[src/rtl/alu_arbiter.sv]
// alu_arbiter
//   Shares one combinational 8-bit ALU between two requesters. A request is
//   accepted in IDLE through a round-robin grant. Its operands are then driven
//   to the ALU from registers. The ALU result is captured after an optional
//   settle wait for mul/div. The tagged result is held on a back-pressured
//   response channel until it is taken.
//
// Ports
//   clk, rst_n                 clock, asynchronous active-low reset
//   req{0,1}_valid/ready       request handshake per requester
//   req{0,1}_a/_b/_sel         operation payload (valid only in the accept cycle)
//   alu_a, alu_b, alu_sel      registered operands/op code driven to the ALU
//   alu_out, alu_carry         ALU result and flag
//   rsp_valid/rsp_ready        response handshake
//   rsp_id, rsp_data, rsp_carry  owner and captured ALU result
//   busy                       high whenever the sequencer is not idle
//   op_count                   completed-operation counter (wraps at 256)
module alu_arbiter #(
  parameter int MULDIV_WAIT = 2
) (
  input  logic       clk,
  input  logic       rst_n,
  input  logic       req0_valid,
  output logic       req0_ready,
  input  logic [7:0] req0_a,
  input  logic [7:0] req0_b,
  input  logic [2:0] req0_sel,
  input  logic       req1_valid,
  output logic       req1_ready,
  input  logic [7:0] req1_a,
  input  logic [7:0] req1_b,
  input  logic [2:0] req1_sel,
  output logic [7:0] alu_a,
  output logic [7:0] alu_b,
  output logic [2:0] alu_sel,
  input  logic [7:0] alu_out,
  input  logic       alu_carry,
  output logic       rsp_valid,
  input  logic       rsp_ready,
  output logic       rsp_id,
  output logic [7:0] rsp_data,
  output logic       rsp_carry,
  output logic       busy,
  output logic [7:0] op_count
);

  localparam logic [1:0] IDLE = 2'd0;
  localparam logic [1:0] EXEC = 2'd1;
  localparam logic [1:0] RESP = 2'd2;

  localparam logic [3:0] WAIT_LOAD = 4'(MULDIV_WAIT);

  logic [1:0] state;
  logic       prio;
  logic [3:0] wait_cnt;

  logic       grant;
  logic       in_idle;
  logic       accept;
  logic [7:0] acc_a;
  logic [7:0] acc_b;
  logic [2:0] acc_sel;
  logic       acc_muldiv;

  // With both requesters valid, prio decides. Otherwise the lone valid one
  // wins. grant is a don't-care when neither is valid.
  always_comb begin
    grant      = req1_valid & (~req0_valid | prio);
    // Readies are forced low while reset is asserted, even though the
    // state register already reads IDLE.
    in_idle    = (state == IDLE) & rst_n;
    req0_ready = in_idle & req0_valid & ~grant;
    req1_ready = in_idle & req1_valid & grant;
    accept     = req0_ready | req1_ready;
    acc_a      = grant ? req1_a   : req0_a;
    acc_b      = grant ? req1_b   : req0_b;
    acc_sel    = grant ? req1_sel : req0_sel;
    acc_muldiv = (acc_sel == 3'b101) || (acc_sel == 3'b110);
  end

  assign rsp_valid = (state == RESP);
  assign busy      = (state != IDLE);

  always_ff @(posedge clk or negedge rst_n) begin
    if (!rst_n) begin
      state     <= IDLE;
      prio      <= 1'b0;
      wait_cnt  <= 4'd0;
      alu_a     <= 8'd0;
      alu_b     <= 8'd0;
      alu_sel   <= 3'd0;
      rsp_id    <= 1'b0;
      rsp_data  <= 8'd0;
      rsp_carry <= 1'b0;
      op_count  <= 8'd0;
    end else begin
      case (state)
        IDLE: begin
          if (accept) begin
            alu_a    <= acc_a;
            alu_b    <= acc_b;
            alu_sel  <= acc_sel;
            rsp_id   <= grant;
            wait_cnt <= acc_muldiv ? WAIT_LOAD : 4'd0;
            state    <= EXEC;
          end
        end
        EXEC: begin
          // The ALU inputs have been stable for 1 + wait cycles by the time
          // the counter reaches zero, so the result is safe to sample.
          if (wait_cnt != 4'd0) begin
            wait_cnt <= wait_cnt - 4'd1;
          end else begin
            rsp_data  <= alu_out;
            rsp_carry <= alu_carry;
            state     <= RESP;
          end
        end
        RESP: begin
          if (rsp_ready) begin
            prio     <= ~rsp_id;
            op_count <= op_count + 8'd1;
            state    <= IDLE;
          end
        end
        default: state <= IDLE;
      endcase
    end
  end

endmodule
[config.mk]
export PLATFORM = sky130hd
export DESIGN_NAME = alu_arbiter
export DESIGN_NICKNAME = d
export VERILOG_FILES = /design/src/rtl/alu_arbiter.sv
export SDC_FILE = /design/constraint.sdc
export NUM_CORES = 1
export LEC_CHECK = 0
export BUFFER_PORTS_ARGS = -buffer_cell sky130_fd_sc_hd__buf_2
export CORE_ASPECT_RATIO = 1.25
export CORE_MARGIN = 2
export CORE_UTILIZATION = 43
export DETAILED_ROUTE_END_ITERATION = 6
export PLACE_DENSITY = 0.78
export SLEW_MARGIN = 20
export SYNTH_ARGS = -nofsm -noshare
export SYNTH_HDL_FRONTEND = slang
export SYNTH_SLANG_ARGS = --single-unit
[constraint.sdc]
create_clock -name clk -period 1.62 [get_ports clk]
set_clock_uncertainty 0.15 [all_clocks]
set_input_delay 0.243 -clock clk [delete_from_list [all_inputs] [get_ports clk]]
set_output_delay 0.243 -clock clk [all_outputs]
set_load 0.1 [all_outputs]
==> run metrics <==
setup slack after layout=-212 ps; drt drc=0; Die H=83.4 um; Vias=2022; relative slew slack=0.551; failing checks=negative setup slack; flops & latches, synth=44; CP endpoint kind=output port; total negative slack=-876 ps; status=complete, but fails checks; Synth Flop Type=dfrtp_1; Initial DRC Count=106; first-pass GRT wire length=9200 um; sequential element share of the synthesized area=0.507; Worst EP arrival=1440 ps; RSZ-0062 raised after global routing=true; fraction of registers with async set/reset=1.00; Final Hold Violating Endpoints=0; core area=4800 um2; Hold WS=32.5 ps; vias per cell=5.34; worst-path maximum fanout=3; Crit Path Class=reg2out; Clock Tree Root=clkbuf_8; global route total overflow=0; Slew Viols, Final=0; CTS tree=yes; min Tclk post-route=1830 ps; total wire length=5650 um; syn_nets=261; GRT Overall Usage=0.209; vias in the first global route=1957; Worst Hold Class=in2reg; clock latency on the worst-skew pair=290 ps; htree depth=2; Post-synth EDFFs=0; worst slew pin tran=671 ps; port bufs=92; total die area=5630 um2; Boundary Pins=93; Yosys cell types=40; fin crit share=1.13; Clock Sink Count=44; Mapped Area=2170 um2; Avg Cell Area, Syn=10.5 um2; Detail Route Antenna Nets=0; diodes inserted=0; P&R area growth vs syn=44.3%; CP Data Required Time=1230 ps; Max Cap Viol=0; FMAX=0.546 GHz; dpl ws=-289 ps; row cnt=28; HPWL after DPL=3770 um; WL/cell=14.9 um; Final GP Congestion=0.763; clk slew on worst S/H paths=80 ps; TritonRoute pass-1 iters=4; cell count after synthesis=207; initial antenna violation count=0; Critical Path Source Type=flop; Initial Utilization=0.452; Bufs on Longest Clock Path=2; CTS Buf Count=5; # setup viols final=11; largest net degree at the start of global routing=45; Yosys warning count=0; share of cells above drive strength 1=0.527; Final nets=372; die extent in x=67.5 um
-- repair_timing --
action | CTS | global route
endpoints found under the hold margin | 44 | 0
gates resized for setup | 17 | 14
endpoints found under the setup margin | 34 | 40
setup buffers | 9 | 2
hold buffers | 1 | 0
cloned | 1 | 0
pin swaps | 8 | 6
-- metrics by stage --
stage | area [um2] | std cells | utilization
3_3_place_gp | 2820 | 360 | 0.588
4_1_cts | 3070 | 379 | 0.640
5_1_grt | 3130 | 379 | 0.653
2_1_floorplan | 2200 | 207 | -
6_report | 3130 | 379 | 0.653
3_5_place_dp | 2820 | 360 | 0.588
-- critical path, stage by stage (launching register included) --
cell and delay (ps):
dfrtp_1 420, nor3b_4 280, nand2_2 120, a21oi_4 140, buf_12 190
-- area by class of cell --
| cell class | count | area (um2) |
|---|---|---|
| Clock buffer | 6 | 82.6 |
| Multi-Input combinational cell | 143 | 1080 |
| Inverter | 5 | 21.3 |
| Fill cell | 399 | 1670 |
| Sequential cell | 44 | 1110 |
| Timing Repair Buffer | 119 | 752 |
| Tap cell | 60 | 75.1 |
| Clock inverter | 2 | 10.0 |
-- routing by layer --
metal	part of all wire	vias up	wire length (um)	global-route usage
met5	0	-	0	0
met1	0.40	970	2290	0.285
li1	-	975	-	-
met4	0.0034	0	19	0.0334
met3	0.055	2	311	0.0501
met2	0.54	75	3030	0.340
-- flip-flops by register name, summed over array words and instances, names as in the netlist --
name	flops
op_count	8
alu_b	8
alu_a	8
rsp_carry	1
state	2
rsp_id	1
rsp_data	8
wait_cnt	4
prio	1
alu_sel	3
-- kinds of logic after synthesis --
kind of cell	Yosys count	share of synthesized area
AO/OA/AOI/OAI	70	0.189
AND/OR/NAND/NOR	50	0.144
flip-flops	44	0.507
buffers and inverters	21	0.0548
multiplexers	11	0.0571
XOR/XNOR	9	0.0363
adder cells (fa/ha/maj)	2	0.0115
-- placed cells by master (no fill, tap or decap), types with 5 or more instances in the layout --
cell / count
buf_2: 88
dfrtp_1: 37
o21ai_0: 22
nand3_1: 21
a21oi_1: 20
a31oi_1: 19
buf_4: 19
mux2_2: 9
xor2_1: 7
buf_6: 7
clkbuf_8: 6
dfrtp_2: 5
-- final timing paths --
check                               to  slack (ps)  cells past startpoint         from
max                         req0_ready        -210                      4     state[0]
min in group asynchronous     state[0]         430                      3        rst_n
min                        rsp_data[0]          30                      2   alu_out[0]
max reg2reg                wait_cnt[0]         -60                      5     state[0]
max in group asynchronous  op_count[0]         490                      3        rst_n
min reg2reg                op_count[3]         330                      1  op_count[3]
-- Yosys cell counts, drive strengths merged (3+ instances only) --
cell,n,area share
dfrtp,44,0.51
o21ai,22,0.051
a21oi,21,0.048
nand3,21,0.048
a31oi,19,0.055
mux2,11,0.057
clkbuf,9,0.016
buf,7,0.031
xor2,7,0.028
nand2,6,0.012
inv,5,0.0087
nand2b,3,0.0087
nor2,3,0.0052
nor3b,3,0.021
Power is not shown: default switching activity piles up to over one toggle a cycle in this logic, so the estimate is an artifact.
